## src/rtl/pipe_hold_ctrl_pkg.sv

```systemverilog
// Shared types for the pipeline hold/flush controller: FSM states and the per-stage
// control bundle with its canned patterns.
package pipe_hold_ctrl_pkg;

    localparam int unsigned PcWidth = 64;

    typedef enum logic [1:0] {
        StRun   = 2'd0,
        StHaz   = 2'd1,
        StFlush = 2'd2,
        StErr   = 2'd3
    } hold_state_e;

    typedef struct packed {
        logic pc_en;
        logic if_id_en;
        logic if_id_flush;
        logic id_ex_flush;
        logic ex_mem_en;
    } stage_ctrl_t;

    localparam stage_ctrl_t CtrlRun = '{
        pc_en: 1'b1, if_id_en: 1'b1, if_id_flush: 1'b0, id_ex_flush: 1'b0, ex_mem_en: 1'b1
    };
    // Hazard hold: freeze PC and IF/ID, inject a bubble into EX, let older work drain.
    localparam stage_ctrl_t CtrlHold = '{
        pc_en: 1'b0, if_id_en: 1'b0, if_id_flush: 1'b0, id_ex_flush: 1'b1, ex_mem_en: 1'b1
    };
    localparam stage_ctrl_t CtrlFlush = '{
        pc_en: 1'b0, if_id_en: 1'b1, if_id_flush: 1'b1, id_ex_flush: 1'b1, ex_mem_en: 1'b1
    };
    localparam stage_ctrl_t CtrlOff = '{
        pc_en: 1'b0, if_id_en: 1'b0, if_id_flush: 1'b0, id_ex_flush: 1'b0, ex_mem_en: 1'b0
    };

endpackage

```

## src/rtl/pipe_hold_ctrl_hold_watchdog.sv

```systemverilog
// Counts consecutive hazard-hold cycles and flags the one that would reach MAX_HOLD.
module pipe_hold_ctrl_hold_watchdog #(
    parameter int unsigned MAX_HOLD = 16
) (
    input  logic                        clk,
    input  logic                        rst_n,
    input  logic                        count_en,
    input  logic                        clear,
    input  logic                        freeze,
    output logic [$clog2(MAX_HOLD)-1:0] hold_cnt,
    output logic                        timeout
);
    localparam int unsigned CntW = $clog2(MAX_HOLD);

    logic [CntW-1:0] hold_cnt_q, hold_cnt_d;
    logic            last;

    assign last = (hold_cnt_q == CntW'(MAX_HOLD - 1));

    // Clear wins over freeze so a redirect taken under a memory stall still drops the hold.
    always_comb begin
        hold_cnt_d = hold_cnt_q;
        if (clear) begin
            hold_cnt_d = '0;
        end else if (count_en && !freeze && !last) begin
            hold_cnt_d = hold_cnt_q + 1'b1;
        end
    end

    always_ff @(posedge clk or negedge rst_n) begin
        if (!rst_n) begin
            hold_cnt_q <= '0;
        end else begin
            hold_cnt_q <= hold_cnt_d;
        end
    end

    assign hold_cnt = hold_cnt_q;
    assign timeout  = count_en & ~freeze & ~clear & last;

endmodule

```

## src/rtl/pipe_hold_ctrl.sv

```systemverilog
// Pipeline hold/flush controller: hazard holds, branch redirect handshake, hold watchdog.
// Optional perf counters are built only when PIPE_HOLD_PERF_EN is defined.
module pipe_hold_ctrl
    import pipe_hold_ctrl_pkg::*;
#(
    parameter int unsigned PC_W         = PcWidth,
    parameter int unsigned FLUSH_CYCLES = 2,
    parameter int unsigned MAX_HOLD     = 16
) (
    input  logic            clk,
    input  logic            rst_n,
    input  logic            rest_from_id,
    input  logic            branch_flush,
    input  logic [PC_W-1:0] branch_target,
    input  logic            mem_busy,
    input  logic            redirect_ready,
    output logic            pc_en,
    output logic            if_id_en,
    output logic            if_id_flush,
    output logic            id_ex_flush,
    output logic            ex_mem_en,
    output logic            redirect_valid,
    output logic [PC_W-1:0] redirect_pc,
    output logic            hang_err,
    output logic [31:0]     stall_cycles,
    output logic [31:0]     flush_events
);
    localparam int unsigned FlushW = $clog2(FLUSH_CYCLES + 1);
    localparam int unsigned HoldW  = $clog2(MAX_HOLD);

    hold_state_e       state_q, state_d;
    logic [FlushW-1:0] flush_cnt_q, flush_cnt_d;
    logic              redirect_valid_q, redirect_valid_d;
    logic [PC_W-1:0]   redirect_pc_q, redirect_pc_d;
    logic              hang_err_q, hang_err_d;
    logic              take_branch, hold_req, redirect_fire;
    logic              hold_count_en, hold_clear, timeout;
    logic [HoldW-1:0]  hold_cnt;
    logic              unused_hold_cnt;
    stage_ctrl_t       ctrl;

    assign take_branch   = branch_flush & (state_q != StErr);
    assign hold_req      = rest_from_id & ((state_q == StRun) | (state_q == StHaz));
    assign redirect_fire = redirect_valid_q & redirect_ready;
    assign hold_count_en = hold_req & ~take_branch;
    assign hold_clear    = take_branch | (~mem_busy & ~hold_req);

    pipe_hold_ctrl_hold_watchdog #(
        .MAX_HOLD(MAX_HOLD)
    ) u_hold_watchdog (
        .clk     (clk),
        .rst_n   (rst_n),
        .count_en(hold_count_en),
        .clear   (hold_clear),
        .freeze  (mem_busy),
        .hold_cnt(hold_cnt),
        .timeout (timeout)
    );

    // Count value is only observed through timeout; kept on the port for debug probing.
    assign unused_hold_cnt = ^hold_cnt;

    always_comb begin
        state_d     = state_q;
        flush_cnt_d = flush_cnt_q;
        hang_err_d  = hang_err_q;
        if (take_branch) begin
            state_d     = StFlush;
            flush_cnt_d = FlushW'(FLUSH_CYCLES);
        end else if (!mem_busy) begin
            case (state_q)
                StRun: begin
                    if (rest_from_id) state_d = StHaz;
                end
                StHaz: begin
                    if (!rest_from_id) begin
                        state_d = StRun;
                    end else if (timeout) begin
                        state_d = StErr;
                    end
                end
                StFlush: begin
                    if (flush_cnt_q != '0) flush_cnt_d = flush_cnt_q - 1'b1;
                    // Leave on the last bubble, but never while a redirect is still unaccepted.
                    if ((flush_cnt_d == '0) && (!redirect_valid_q || redirect_ready)) begin
                        state_d = StRun;
                    end
                end
                default: ;
            endcase
        end
        if (state_d == StErr) hang_err_d = 1'b1;
    end

    always_comb begin
        redirect_valid_d = redirect_valid_q;
        redirect_pc_d    = redirect_pc_q;
        if (take_branch) begin
            redirect_valid_d = 1'b1;
            redirect_pc_d    = branch_target;
        end else if (redirect_fire) begin
            redirect_valid_d = 1'b0;
        end
    end

    always_comb begin
        ctrl = CtrlRun;
        if (mem_busy || (state_q == StErr)) begin
            ctrl = CtrlOff;
        end else if (take_branch) begin
            ctrl = CtrlFlush;
        end else begin
            case (state_q)
                StRun, StHaz: begin
                    if (rest_from_id) ctrl = CtrlHold;
                end
                StFlush: ctrl = CtrlFlush;
                default: ;
            endcase
        end
    end

    always_ff @(posedge clk or negedge rst_n) begin
        if (!rst_n) begin
            state_q          <= StRun;
            flush_cnt_q      <= '0;
            redirect_valid_q <= 1'b0;
            redirect_pc_q    <= '0;
            hang_err_q       <= 1'b0;
        end else begin
            state_q          <= state_d;
            flush_cnt_q      <= flush_cnt_d;
            redirect_valid_q <= redirect_valid_d;
            redirect_pc_q    <= redirect_pc_d;
            hang_err_q       <= hang_err_d;
        end
    end

    assign pc_en          = ctrl.pc_en;
    assign if_id_en       = ctrl.if_id_en;
    assign if_id_flush    = ctrl.if_id_flush;
    assign id_ex_flush    = ctrl.id_ex_flush;
    assign ex_mem_en      = ctrl.ex_mem_en;
    assign redirect_valid = redirect_valid_q;
    assign redirect_pc    = redirect_pc_q;
    assign hang_err       = hang_err_q;

`ifdef PIPE_HOLD_PERF_EN
    logic [31:0] stall_cycles_q, flush_events_q;

    always_ff @(posedge clk or negedge rst_n) begin
        if (!rst_n) begin
            stall_cycles_q <= '0;
            flush_events_q <= '0;
        end else begin
            if (hold_req && !take_branch && !mem_busy) stall_cycles_q <= stall_cycles_q + 1'b1;
            if (take_branch) flush_events_q <= flush_events_q + 1'b1;
        end
    end

    assign stall_cycles = stall_cycles_q;
    assign flush_events = flush_events_q;
`else
    assign stall_cycles = '0;
    assign flush_events = '0;
`endif

endmodule

```

## config.mk

```make
export PLATFORM = sky130hd
export DESIGN_NAME = pipe_hold_ctrl
export DESIGN_NICKNAME = d
export VERILOG_FILES = /design/src/rtl/pipe_hold_ctrl_pkg.sv /design/src/rtl/pipe_hold_ctrl_hold_watchdog.sv /design/src/rtl/pipe_hold_ctrl.sv
export SDC_FILE = /design/constraint.sdc
export NUM_CORES = 1
export LEC_CHECK = 0
export CAP_MARGIN = 20
export CELL_PAD_IN_SITES_DETAIL_PLACEMENT = 1
export CELL_PAD_IN_SITES_GLOBAL_PLACEMENT = 1
export CORE_AREA = 3 3 113 115
export CTS_CLUSTER_SIZE = 30
export DETAILED_ROUTE_END_ITERATION = 6
export DIE_AREA = 0 0 116 118
export PLACE_DENSITY = 0.94
export SLEW_MARGIN = 10
export SYNTH_ARGS = -nofsm -noshare
export SYNTH_HDL_FRONTEND = slang
export SYNTH_HIERARCHICAL = 1
export SYNTH_SLANG_ARGS = --single-unit
```

## constraint.sdc

```tcl
create_clock -name clk -period 4.45 [get_ports clk]
set_clock_uncertainty 0.15 [all_clocks]
set_input_delay 0.445 -clock clk [delete_from_list [all_inputs] [get_ports clk]]
set_output_delay 0.445 -clock clk [all_outputs]
set_load 0.01 [all_outputs]
```

==> key figures, run 1 <==
Drt
  • Via count: 2342
  • Vias/cell: 4.20
  • DRC: 0
  • 1st-iter DRT viols: 86
  • Detailed Routing Iterations Pass 1: 4
  • Post-Route WL: 8.59 mm
  • Post-route ant nets: 0
  • Per-cell routed wire length: 15.4 um

GRT
  • First-pass GRT wire length: 13.2 mm
  • Initial antenna violation count: 0
  • Vias in the first global route: 2488
  • Gr usage total: 12.4%
  • Pin count of the biggest net entering global routing: 75
  • Grt total ovfl: 0

Power
  • Sw Ratio: 28.7%
  • Clock power frac: 25.2%
  • Pwr per Cell Area: 504 nW/um2
  • Sequential Power Share: 37.6%
  • Comb power frac: 37.2%
  • P_leak: 2.29 nW
  • Switching power: 746 uW
  • Worst vdd ir: 179 uV
  • Total Power: 2.60 mW
  • Internal power component: 1.85 mW

Setup path
  • CP top delay family: buffers and inverters
  • Endpoint type of the worst setup path: output pin
  • Worst path buffer plus inverter count: 2
  • Critical Path AT: 2.01 ns
  • Startpoint Class: input pin
  • CP required: 3.86 ns
  • Crit path top cell by count: clkdlybuf4s50_1
  • Critical path's largest stage delay: 0.57 ns
  • Critical path class: input pin to output pin
  • Crit-path max FO: 10
  • Slowest CP cell: clkdlybuf4s50_1
  • Critical path, cell by cell: clkdlybuf4s50_1 -> a21o_1 -> nor2_1 -> clkdlybuf4s50_1

Cells and area
  • Synthesis-to-finish area growth: 41.1%
  • Share of cells above drive strength 1: 21.0%
  • Final Core Density: 43.2%
  • Antenna diode count: 0
  • Final Instance Area: 5150 um2
  • Final Net Count: 476

STA
  • Pins over their slew limit: 0
  • Setup violators final: 0
  • Setup_tns: 0 ns
  • Fin crit share: 58.5%
  • Slew HR: 36.3%
  • Minimum clock period: 2.60 ns
  • Fin. Hold Viols: 0
  • Fmax: 384 MHz
  • Worst-Margin Slew: 0.956 ns
  • Setup WS post-layout: 1.85 ns
  • RSZ-0062 raised after global routing: no

Clocking
  • TritonCTS clock tree: done
  • Post-CTS Resized: 0
  • Clock sinks: 74
  • Total CTS buffers: 9
  • Post-CTS Setup Inserts: 0
  • Clk_lat worst skew: 0.32 ns
  • Worst-path clk slew: 0.06 ns
  • CTS Hold Bufs: 0
  • Root buf cell: clkbuf_16
  • H-tree depth: 3
  • Clk buf depth: 2

Synthesis
  • Post-synth EDFFs: 0
  • Cell Area, Synth: 3650 um2
  • Count of cell types in the netlist: 35
  • Synth async-reset ratio: 100%
  • Synthesized flop and latch total: 74
  • Warnings from Yosys: 6
  • Avg Cell Area, Syn: 13.8 um2
  • Cells after synthesis: 264
  • Sequential cell area fraction in the yosys report: 50.8%
  • Top FF cell, synth: dfrtp_1

Die
  • Die Height: 118 um
  • Starting Density: 30.6%
  • I/O Pins: 205
  • Num rows: 40
  • Die width: 116 um
  • Die ar.: 13700 um2
  • Core area: 11900 um2

Placed design
  • DP Worst Slack: 1.86 ns
  • Placed cell areas: 4870 um2
  • Count of input and output buffers: 140
  • Gpl congestion: 0.735
  • DP HPWL: 6.49 mm

Hold path
  • Worst Hold Class: input pin to asynchronous set/reset pin

Flow run
  • # Max-Cap Violations: 0

Status
  • Outcome: complete, no violations
[metrics by stage]
step	instances	hold WS, ns
final	557	0.105
after global routing	557	0.213
after floorplan	327	-0.000591
after CTS	557	0.151
after detailed placement	541	0.305
after global placement	541	0.326
[synthesized netlist by cell type, types with 2 or more instances]
cell type / instances / share of area (%)
inv_1: 6 / 0.62
a21o_1: 3 / 0.62
o41ai_1: 2 / 0.48
o21ai_0: 4 / 0.55
a22oi_1: 2 / 0.41
nor3_1: 2 / 0.27
a21oi_1: 5 / 0.69
nor2_1: 7 / 0.72
dfrtp_1: 74 / 51
buf_12: 4 / 2.2
mux2_2: 25 / 7.7
mux2_4: 39 / 16
buf_4: 67 / 14
o311ai_1: 2 / 0.48
nor2b_1: 2 / 0.34
[power by group through the flow]
| stage | clock network (mW) | logic [mW] | registers, mW |
|---|---|---|---|
| 6_report | 0.654 | 0.964 | 0.977 |
| 5_1_grt | 0.721 | 1.03 | 1.00 |
| 4_1_cts | 0.684 | 0.981 | 0.981 |
| 3_5_place_dp | 0 | 0.974 | 0.989 |
| 3_3_place_gp | 0 | 0.948 | 0.972 |
| 2_1_floorplan | 0 | 0.462 | 1.05 |
[routing by layer]
metal | wire (um) | vias up | global-route usage, %
met3 | 796 | 12 | 3.96
met4 | 170 | 0 | 5.15
met1 | 3330 | 1140 | 14.0
met5 | 0 | - | 0
li1 | - | 1055 | -
met2 | 4290 | 135 | 21.2
[worst reg2reg max path: cells and delay by family, from the launching register on]
kind / cells / cell delay, ns
buffers and inverters: 1 / 0.14
AND/OR/NAND/NOR: 5 / 0.89
flip-flops: 1 / 0.48
AO/OA/AOI/OAI: 2 / 0.38
[sequential cells by signal, indices dropped and copies added (netlist names)]
name	count
redirect_valid	1
redirect_pc	64
state_q	2
hang_err	1
u_hold_watchdog/hold_cnt	4
flush_cnt_q	2
[cells in the final DEF, fill, tap and decap left out, types with 2 or more instances in the layout]
cell type        instances
inv_1                    6
nor3_1                   2
a21o_1                   3
o311ai_1                 2
mux2_2                  25
clkbuf_16                9
a22oi_1                  2
nor2_1                   7
o21ai_0                  4
clkinv_2                 3
nor2b_1                  2
clkdlybuf4s50_1        139
dfrtp_1                 74
clkinvlp_4               2
a21oi_1                  5
conb_1                  64
o41ai_1                  2
mux2_4                  39
buf_4                    3
[kinds of logic after synthesis]
| logic type | Yosys count | share of synthesized area [%] |
|---|---|---|
| AOI/OAI and AO/OA | 21 | 4.12 |
| buffers and inverters | 82 | 17.4 |
| DFF | 74 | 50.8 |
| muxes | 64 | 23.8 |
| adders and majority gates | 1 | 0.343 |
| and+or+nand+nor | 21 | 3.50 |
| other | 1 | 0.103 |
[final cells by class]
cell class | instances | area (um2)
fill | 1260 | 6770
sequential | 74 | 1850
timing repair buffer | 142 | 1410
multi-input combinational | 171 | 1400
clock buffer | 11 | 243
tap | 147 | 184
clock inverter | 5 | 30.0
inverter | 7 | 26.3
[worst paths after layout]
| path | depth (start not counted) | end | slack [ns] | from |
|---|---|---|---|---|
| setup / recovery | 4 | if_id_flush | 1.85 | mem_busy |
| hold / removal | 1 | redirect_pc[51]$_DFFE_PN0P_ | 0.11 | rst_n |
| setup reg to reg | 8 | hang_err$_DFFE_PN0N_ | 2.36 | state_q[1]$_DFF_PN0_ |
| hold reg to reg | 1 | hang_err$_DFFE_PN0N_ | 0.32 | hang_err$_DFFE_PN0N_ |
| max in group asynchronous | 1 | redirect_pc[61]$_DFFE_PN0P_ | 3.39 | rst_n |
| min in group clk | 1 | hang_err$_DFFE_PN0N_ | 0.32 | hang_err$_DFFE_PN0N_ |
Note: power is estimated with default switching activity, not from simulation.
==> inputs of run 2 (changes only) <==
--- a/config.mk
+++ b/config.mk
@@ -8,11 +8,11 @@
 export CAP_MARGIN = 20
 export CELL_PAD_IN_SITES_DETAIL_PLACEMENT = 1
 export CELL_PAD_IN_SITES_GLOBAL_PLACEMENT = 1
-export CORE_AREA = 3 3 113 115
+export CORE_AREA = 3 3 123 125
 export CTS_CLUSTER_SIZE = 30
 export DETAILED_ROUTE_END_ITERATION = 6
-export DIE_AREA = 0 0 116 118
-export PLACE_DENSITY = 0.94
+export DIE_AREA = 0 0 126 128
+export PLACE_DENSITY = 0.85
 export SLEW_MARGIN = 10
 export SYNTH_ARGS = -nofsm -noshare
 export SYNTH_HDL_FRONTEND = slang
==> constraint.sdc (replaced) <==
create_clock -name clk -period 2.3 [get_ports clk]
set_clock_uncertainty 0.15 [all_clocks]
set_input_delay 0.23 -clock clk [delete_from_list [all_inputs] [get_ports clk]]
set_output_delay 0.23 -clock clk [all_outputs]
set_load 0.01 [all_outputs]
==> key figures, run 2 (synthesis gave the netlist of run 1 again) <==
Status
  • Outcome: complete, no violations

Placed design
  • Count of input and output buffers: 140
  • Gpl congestion: 0.782
  • DP HPWL: 7.05 mm
  • DP Worst Slack: 0.0334 ns
  • Placed cell areas: 4980 um2
  • Placed Instances: 578

Die
  • Starting Density: 26.1%
  • Die Height: 128 um
  • Die ar.: 16100 um2
  • Die width: 126 um
  • I/O Pins: 205
  • Core area: 14000 um2
  • Num rows: 43

Power
  • Total Power: 5.18 mW
  • P_leak: 2.34 nW
  • Worst vdd ir: 429 uV
  • Pwr per Cell Area: 979 nW/um2

GRT
  • Grt total ovfl: 0
  • Pin count of the biggest net entering global routing: 45
  • Vias in the first global route: 2620
  • Initial antenna violation count: 0
  • First-pass GRT wire length: 14.2 mm
  • Gr usage total: 11.2%

Cells and area
  • Antenna diode count: 0
  • Share of cells above drive strength 1: 21.7%
  • Max FFs per register: 64
  • Fillers: 1528
  • Commonest non-fill, non-tap cell in the layout: clkdlybuf4s50_1
  • Synthesis-to-finish area growth: 44.9%
  • Final Core Density: 37.8%
  • Most frequent cells in the layout: clkdlybuf4s50_1, dfrtp_1, conb_1, mux2_4, mux2_2
  • Final Net Count: 481
  • Number of non-filler instances in the completed layout: 594
  • Area of the multi-input gates: 1400 um2
  • Seq. cell area: 1850 um2
  • Final Instance Area: 5290 um2

Drt
  • Per-cell routed wire length: 15.2 um
  • Met3 Routed Length: 915 um
  • Detailed Routing Iterations Pass 1: 3
  • Top sig layer: met4
  • Vias/cell: 3.97
  • Post-Route WL: 9.02 mm
  • DRC: 0
  • 1st-iter DRT viols: 24
  • WL met1: 3.39 mm
  • Met2 wire length: 4.53 mm
  • Post-route ant nets: 0
  • Via count: 2361

Setup path
  • Crit-path max FO: 7
  • Critical Path AT: 1.82 ns
  • R2r startpoint: state_q[1]$_DFF_PN0_
  • Startpoint Class: register
  • Critical path class: register to output pin
  • Endpoint type of the worst setup path: output pin
  • CP required: 1.92 ns
  • R2R setup slack: 0.36 ns
  • Worst r2r dst: hang_err$_DFFE_PN0N_
  • Worst-case reg-to-reg path depth: 8

STA
  • Minimum clock period: 2.20 ns
  • RSZ-0062 raised after global routing: no
  • Fmax: 455 MHz
  • Hold Slack: 0.233 ns
  • Fin crit share: 95.6%
  • Setup violators final: 0
  • Setup_tns: 0 ns
  • Pins over their slew limit: 0
  • Fin. Hold Viols: 0
  • Setup WS post-layout: 0.101 ns

Clocking
  • Clk buf depth: 2
  • Worst-path clk slew: 0.05 ns
  • TritonCTS clock tree: done
  • Total CTS buffers: 9
  • Root buf cell: clkbuf_16
  • Clk_lat worst skew: 0.33 ns
  • Clock sinks: 74
  • Post-CTS Resized: 0
  • H-tree depth: 3

Hold path
  • Worst Hold Class: input pin to asynchronous set/reset pin

Flow run
  • # Max-Cap Violations: 0
-- run 2: changes by cell type in the layout (fill, tap and decap cells not counted), sizes merged --
cell,previous run,this run
buf,3,7
clkbuf,11,10
bufinv,0,1
clkinv,3,2
dlygate4sd3,0,1
-- run 2: final cells by class --
| type | count | area share [%] |
|---|---|---|
| sequential | 74 | 35.0 |
| multi-input combinational | 171 | 26.4 |
| tap | 180 | 4.26 |
| clock inverter | 5 | 1.04 |
| inverter | 7 | 0.497 |
| timing repair buffer | 147 | 28.2 |
| clock buffer | 10 | 4.52 |
-- run 2: worst max-delay path, cell delays in order, from the launching register on --
cell and delay [ns]:
dfrtp_1 0.38, buf_4 0.17, nor4_1 0.32, clkdlybuf4s50_1 0.62
-- run 2: power by group --
| part | total [mW] | switching [mW] | leakage (nW) | internal, mW |
|---|---|---|---|---|
| clock network | 1.38 | 0.519 | 0.140 | 0.858 |
| logic | 1.92 | 0.721 | 1.33 | 1.20 |
| registers | 1.88 | 0.221 | 0.868 | 1.66 |
| total | 5.18 | 1.46 | 2.34 | 3.72 |
-- run 2: worst max path at each step --
stage	from	to	slack [ns]
after global placement	rest_from_id	hang_err$_DFFE_PN0N_	0.19
after global routing	state_q[1]$_DFF_PN0_	if_id_en	0.04
after floorplan	state_q[1]$_DFF_PN0_	hang_err$_DFFE_PN0N_	0.41
after CTS	state_q[1]$_DFF_PN0_	id_ex_flush	0.09
final	state_q[1]$_DFF_PN0_	pc_en	0.10
after detailed placement	rest_from_id	hang_err$_DFFE_PN0N_	0.03
-- run 2: repair_timing --
| item | in CTS | in global routing |
|---|---|---|
| setup endpoints to repair | 0 | 0 |
| hold buffers | 1 | 0 |
| setup buffers | 0 | 0 |
| endpoints found under the hold margin | 30 | 0 |
-- run 2: per-layer routing --
layer  vias to the layer above  GRT usage, %
met5                         -             0
met4                         0          4.48
met3                        15          5.21
met2                       145          18.8
met1                      1141          12.2
li1                       1060             -
